### src/rtl/sipo_stream.sv
// rtl/sipo_stream.sv - word-serial to parallel frame assembler with double-buffered output
// Optional partial-frame flush on in_last is enabled by defining SIPO_FLUSH_EN.
module sipo_stream #(
  parameter int DATA_WID   = 8,
  parameter int MEMORY_WID = 4,
  parameter int ORDER      = 0,
  localparam int CNT_W     = $clog2(MEMORY_WID + 1)
) (
  input  logic                           clk,
  input  logic                           rst,
  input  logic                           in_valid,
  output logic                           in_ready,
  input  logic [DATA_WID-1:0]            in_data,
  input  logic                           in_last,
  output logic                           out_valid,
  input  logic                           out_ready,
  output logic [DATA_WID*MEMORY_WID-1:0] out_data,
  output logic [CNT_W-1:0]               out_count,
  output logic [CNT_W-1:0]               fill_level
);

  localparam logic [CNT_W-1:0] LAST_POS = CNT_W'(MEMORY_WID - 1);

  logic [DATA_WID*MEMORY_WID-1:0] asm_buf;
  logic [DATA_WID*MEMORY_WID-1:0] next_frame;
  logic [CNT_W-1:0]               lane;
  logic                           completing;
  logic                           accept;

  // A word that would finish a frame may only enter once the output register can take it.
`ifdef SIPO_FLUSH_EN
  assign completing = (fill_level == LAST_POS) || in_last;
`else
  assign completing = (fill_level == LAST_POS);
  logic unused_last;
  assign unused_last = in_last;
`endif

  assign in_ready = !completing || !out_valid || out_ready;
  assign accept   = in_valid && in_ready;
  assign lane     = (ORDER != 0) ? (LAST_POS - fill_level) : fill_level;

  always_comb begin
    next_frame = asm_buf;
    for (int k = 0; k < MEMORY_WID; k++) begin
      if (lane == CNT_W'(k)) begin
        next_frame[k*DATA_WID +: DATA_WID] = in_data;
      end
    end
  end

  always_ff @(posedge clk or posedge rst) begin
    if (rst) begin
      asm_buf    <= '0;
      fill_level <= '0;
      out_valid  <= 1'b0;
      out_data   <= '0;
      out_count  <= '0;
    end else begin
      if (out_valid && out_ready) begin
        out_valid <= 1'b0;
      end
      if (accept) begin
        if (completing) begin
          out_data   <= next_frame;
          out_count  <= fill_level + 1'b1;
          out_valid  <= 1'b1;
          fill_level <= '0;
          asm_buf    <= '0;
        end else begin
          asm_buf    <= next_frame;
          fill_level <= fill_level + 1'b1;
        end
      end
    end
  end

endmodule

### config.mk
export PLATFORM = sky130hd
export DESIGN_NAME = sipo_stream
export DESIGN_NICKNAME = d
export VERILOG_FILES = /design/src/rtl/sipo_stream.sv
export SDC_FILE = /design/constraint.sdc
export NUM_CORES = 1
export LEC_CHECK = 0
export BUFFER_PORTS_ARGS = -buffer_cell sky130_fd_sc_hd__buf_2
export CORE_ASPECT_RATIO = 0.9
export CORE_MARGIN = 8
export CORE_UTILIZATION = 25
export DETAILED_ROUTE_END_ITERATION = 16
export PLACE_DENSITY_LB_ADDON = 0.3
export SYNTH_ARGS = -nofsm -noshare
export SYNTH_HDL_FRONTEND = slang
export SYNTH_SLANG_ARGS = --single-unit
### constraint.sdc
create_clock -name clk -period 2.1 [get_ports clk]
set_input_delay 0.21 -clock clk [delete_from_list [all_inputs] [get_ports clk]]
set_output_delay 0.21 -clock clk [all_outputs]
set_load 0.01 [all_outputs]
* Yosys cells after proc, flatten, opt, wreduce, memory -nomap -nowiden
Index checks and enable logic that the tools add are counted.
** Operators by class
- Eq/ne operators :: 3
- Add/subtract/negate cells :: 1
- Multiplexer cells :: 9
- Reductions and logical operators :: 8
** Operator list (number)
- $mux 32 :: 1
- $mux 8 :: 4
- $eq 3x2->1 const B :: 2
- $add 3x1->3 const B :: 1
- $eq 3x1->1 const B :: 1
- $logic_not 3->1 :: 1
- $mux 1 :: 3
- $mux 3 :: 1
- $logic_and 1x1->1 :: 2
- $logic_not 1->1 :: 2
- $logic_or 1x1->1 :: 2
- $reduce_and 2->1 :: 1
** Word-level totals
- Flip-flop bits (word level) :: 71
- Input port bits :: 13
- Word-level logic and storage cells :: 26
- Output and inout bits :: 40

* Depth between registers and ports, before layout
- Depth in word-level cells :: 6
- Depth in mapped cells :: 8
- Gate-level depth less buffers :: 5

* Worst setup path before layout
Ideal clock, no wire load.
- Path kind :: flip-flop to flip-flop
- Start :: register fill_level[0]
- End :: register out_count[0]
- Path buffers :: 2
- Clock period less this slack :: 1.796 ns
- Setup time :: 0.125 ns
- Data arrival time :: 1.671 ns
- Stages on the path, launching flop included :: 8
- Path slack :: 0.304 ns
- Data required time :: 1.975 ns
- Cell sequence :: dfrtp_1 > ha_1 > ha_1 > buf_6 > and2_4 > buf_8 > nand2_8 > mux2_2
** On the way
- Cells in the longest elaborated chain, start to end :: 6
- Elaborated cells between the ends (all ways) :: 7
- Those cells by class :: 1 x add/sub; 1 x eq/ne; 5 x reduce/logical
** Ends and longest elaborated chain
- from (decl) :: line 19 : output logic [CNT_W-1:0] fill_level
- from (signal assigned) :: line 72 : fill_level <= fill_level + 1'b1;
- $eq 3x2->1 :: line 34 : assign completing = (fill_level == LAST_POS);
- $logic_not 1->1 :: line 39 : assign in_ready = !completing || !out_valid || out_ready;
- $logic_or 1x1->1 (2 in series) :: line 39
- $logic_and 1x1->1 :: line 40 : assign accept = in_valid && in_ready;
- $reduce_and 2->1 (no source line)
- to (signal assigned) :: line 66 : out_count <= fill_level + 1'b1;
- to (decl) :: line 18 : output logic [CNT_W-1:0] out_count,
Several ways; a longest one is shown, not always the timed one.
A chain may end at the register's enable or synchronous reset.

* Worst setup path in the final report
- Start :: register fill_level[0]
- End :: register asm_buf[16]
** On the way
- Cells in the longest elaborated chain, start to end :: 5
- Elaborated cells between the ends (all ways) :: 8
- Those cells by class :: 2 x eq/ne; 2 x mux; 4 x reduce/logical
** Ends and longest elaborated chain
- $eq 3x2->1 :: line 34
- $logic_not 1->1 :: line 39
- $logic_or 1x1->1 (2 in series) :: line 39
- $logic_and 1x1->1 :: line 40
- to (signal assigned) :: line 71 : asm_buf <= next_frame;
- to (decl) :: line 24 : logic [DATA_WID*MEMORY_WID-1:0] asm_buf;
Several ways; a longest one is shown, not always the timed one.

==> results.cfg <==
[run_status]
status = completed

[global_route]
grt_pass1_wl_mm = 12.3
grt_max_degree = 36
use_met2_pct = 15.9
gr-total-overflow = 0
busiest_layer = met2
grt_use_met3_pct = 3.13
antenna_found_initial = 0
grt_util_met1_pct = 13.4
grt_pass1_vias = 2209
grt_usage_pct = 10.4

[layout]
layout_common_cells = dfrtp_1 (63), buf_2 (51), a21oi_1 (40)
antenna_cells = 0
nets = 310
area_growth_pct = 26.9
fin_util_pct = 32.1
fillers = 1178
layout_commonest_cell = dfrtp_1
drive_above_1_share_pct = 33.4

[floorplanning]
fp.dieH_um = 117
dieArea_um2 = 15100
fp.coreArea_um2 = 11300
rows = 37
io_pins = 53
start_util_pct = 25.3
die_width_um = 129

[job]
maxCapViolations = 0

[synth]
yosys_register_bits = 63
yosysUniqueCellTypes = 30
synth_seq_area_share_pct = 55.1
synth.mux.area_fraction_pct = 11.2
netlist_area_um2 = 2860
yosys.area.top_type = dfrtp_1
synth_top_family_by_area = compound AO/OA/AOI/OAI gates
synth_compound_area_share_pct = 18.3
synthCells = 233
syn-num-nets = 252
synthSimpleGateAreaFrac_pct = 7.13
netlist.area_leader.share_pct = 55.1
postSynthAreaPerCell_um2 = 12.3
synth_area_leaders = dfrtp_1 (55%), a21oi_1 (7.0%), a22o_1 (6.4%), mux2i_1 (6.3%), mux2_2 (4.3%)
synth-adder-area-share_pct = 2.62
synth-xor-area-share_pct = 0
yosys_warnings = 0

[sta]
timing.final.crit_share_pct = 93.7
max_slew_margin_pct = 64.9
slew_viol_final = 0
period_minus_slack_ns = 1.97
worst_pin_slew_ns = 0.527
fin_skew_ns = 0.00408
hold_viol_final = 0
grt_setup_unrepaired = false
max_clock_freq_ghz = 0.508
tns_ns = 0
finalSetupViolations = 0

[clocking]
clock_path_buffers = 2
clock-sinks = 63
numCtsBuffers = 9
htreeDepth = 3
clk_pin_slew_ns = 0.05
cts_root_buffer = clkbuf_16
cts_tree = done
clk_latency_ns = 0.33
cts.repair.resized = 0

[critical_path]
worst_setup_path_end_kind = register
crit_required_ns = 2.31
critical_path_class = reg -> reg
worstPathArrival_ns = 2.18
cp_max_fo = 8
cp-start-kind = register

[pwr]
p_int_mw = 4.03
cellPowerDensity_nw_per_um2 = 1690
power_mw = 6.14
vdd_drop_max_mv = 0.500
power_frac_clock_pct = 27.9
netSwitchingPower_mw = 2.10
p_seq_share_pct = 34.6
combPwrFrac_pct = 37.5
switching_share_pct = 34.3
leakage_nw = 1.67

[min_path]
hp-class = in -> reg

[route]
drc = 0
routed_via_density = 4.47
vias = 2020
wl_per_cell_um = 17.2
ant_nets = 0
initialDrtViolationCount = 64
firstDrtPassIters = 4
wl_mm = 7.77

[placement]
dp_hpwl_mm = 5.19
place_congestion = 0.722
port_buffers = 51
[layout make-up]
| type | count | area [µm²] | area share (%) |
|---|---|---|---|
| inverters | 6 | 22.5 | 0.620 |
| repair buffers | 63 | 360 | 9.92 |
| clock inverters | 6 | 108 | 2.96 |
| clock buffers | 10 | 239 | 6.58 |
| well taps | 156 | 195 | 5.38 |
| multi-input cells | 148 | 1130 | 31.1 |
| flip-flops and latches | 63 | 1580 | 43.4 |
[registers in the layout, indices dropped and copies added (netlist names)]
| signal | count |
|---|---|
| fill_level | 3 |
| out_count | 3 |
| out_valid | 1 |
| asm_buf | 24 |
| out_data | 32 |
[path summary, 6_finish.rpt]
kind	start	slack [ns]	cells past startpoint	end
setup / recovery	fill_level[0]$_DFFE_PP0P_	0.13	6	asm_buf[16]$_DFFE_PP0P_
hold / removal	in_data[0]	0.24	3	out_data[0]$_DFFE_PP0P_
setup reg to reg	fill_level[0]$_DFFE_PP0P_	0.13	6	asm_buf[16]$_DFFE_PP0P_
hold reg to reg	asm_buf[15]$_DFFE_PP0P_	0.50	1	asm_buf[15]$_DFFE_PP0P_
max in group asynchronous	rst	1.21	4	fill_level[0]$_DFFE_PP0P_
min in group asynchronous	rst	0.34	3	out_data[13]$_DFFE_PP0P_
[what timing repair did]
action,CTS,global route
setup endpoints to repair,0,25
buffers inserted,0,2
hold endpoints to repair,7,0
hold buffers,1,0
[per-stage QoR]
stage / instance area [µm²] / setup WS (ns) / instances / hold WS (ns)
after CTS: 3610 / 0.0754 / 449 / 0.227
after global routing: 3630 / 0.0481 / 452 / 0.254
after global placement: 3250 / 0.153 / 432 / 0.138
after floorplan: 2860 / 0.304 / 233 / 0.350
final: 3630 / 0.133 / 452 / 0.238
after detailed placement: 3250 / 0.109 / 432 / 0.140
[routing by layer]
metal,vias to the layer above,wire [µm]
met4,0,116
met2,42,3590
met1,1006,3760
met5,-,0
li1,961,-
met3,11,305
[kinds of logic after synthesis]
logic type,count (synthesis)
and+or+nand+nor,33
muxes,30
adders and majority gates,6
AOI/OAI and AO/OA,78
DFF,63
buffers and inverters,23
[cell usage after synthesis, drive strengths merged]
cell type,instances
ha,6
and4bb,3
nand3b,1
and3b,1
mux2i,18
clkbuf,1
dfrtp,63
nand2,19
nand2b,3
a22oi,3
a21oi,43
and2b,3
mux2,12
a31oi,8
nor2,1
and2,2
buf,16
inv,6
a22o,21
o2bb2ai,3
[power by group through the flow]
stage	Combinational (mW)	Clock, mW	Sequential (mW)
CTS	2.32	1.75	2.13
global placement	2.28	0	2.12
global route	2.56	1.82	2.21
detailed placement	2.30	0	2.14
finish	2.30	1.71	2.12
floorplan	1.43	0	2.27
[critical path: stages, from the launching register on]
cell      delay, ns
dfrtp_1        0.43
ha_1           0.24
ha_1           0.27
buf_4          0.18
and4bb_1       0.43
a21oi_4        0.09
a22o_1         0.20
Note: power is estimated with default switching activity, not from simulation.
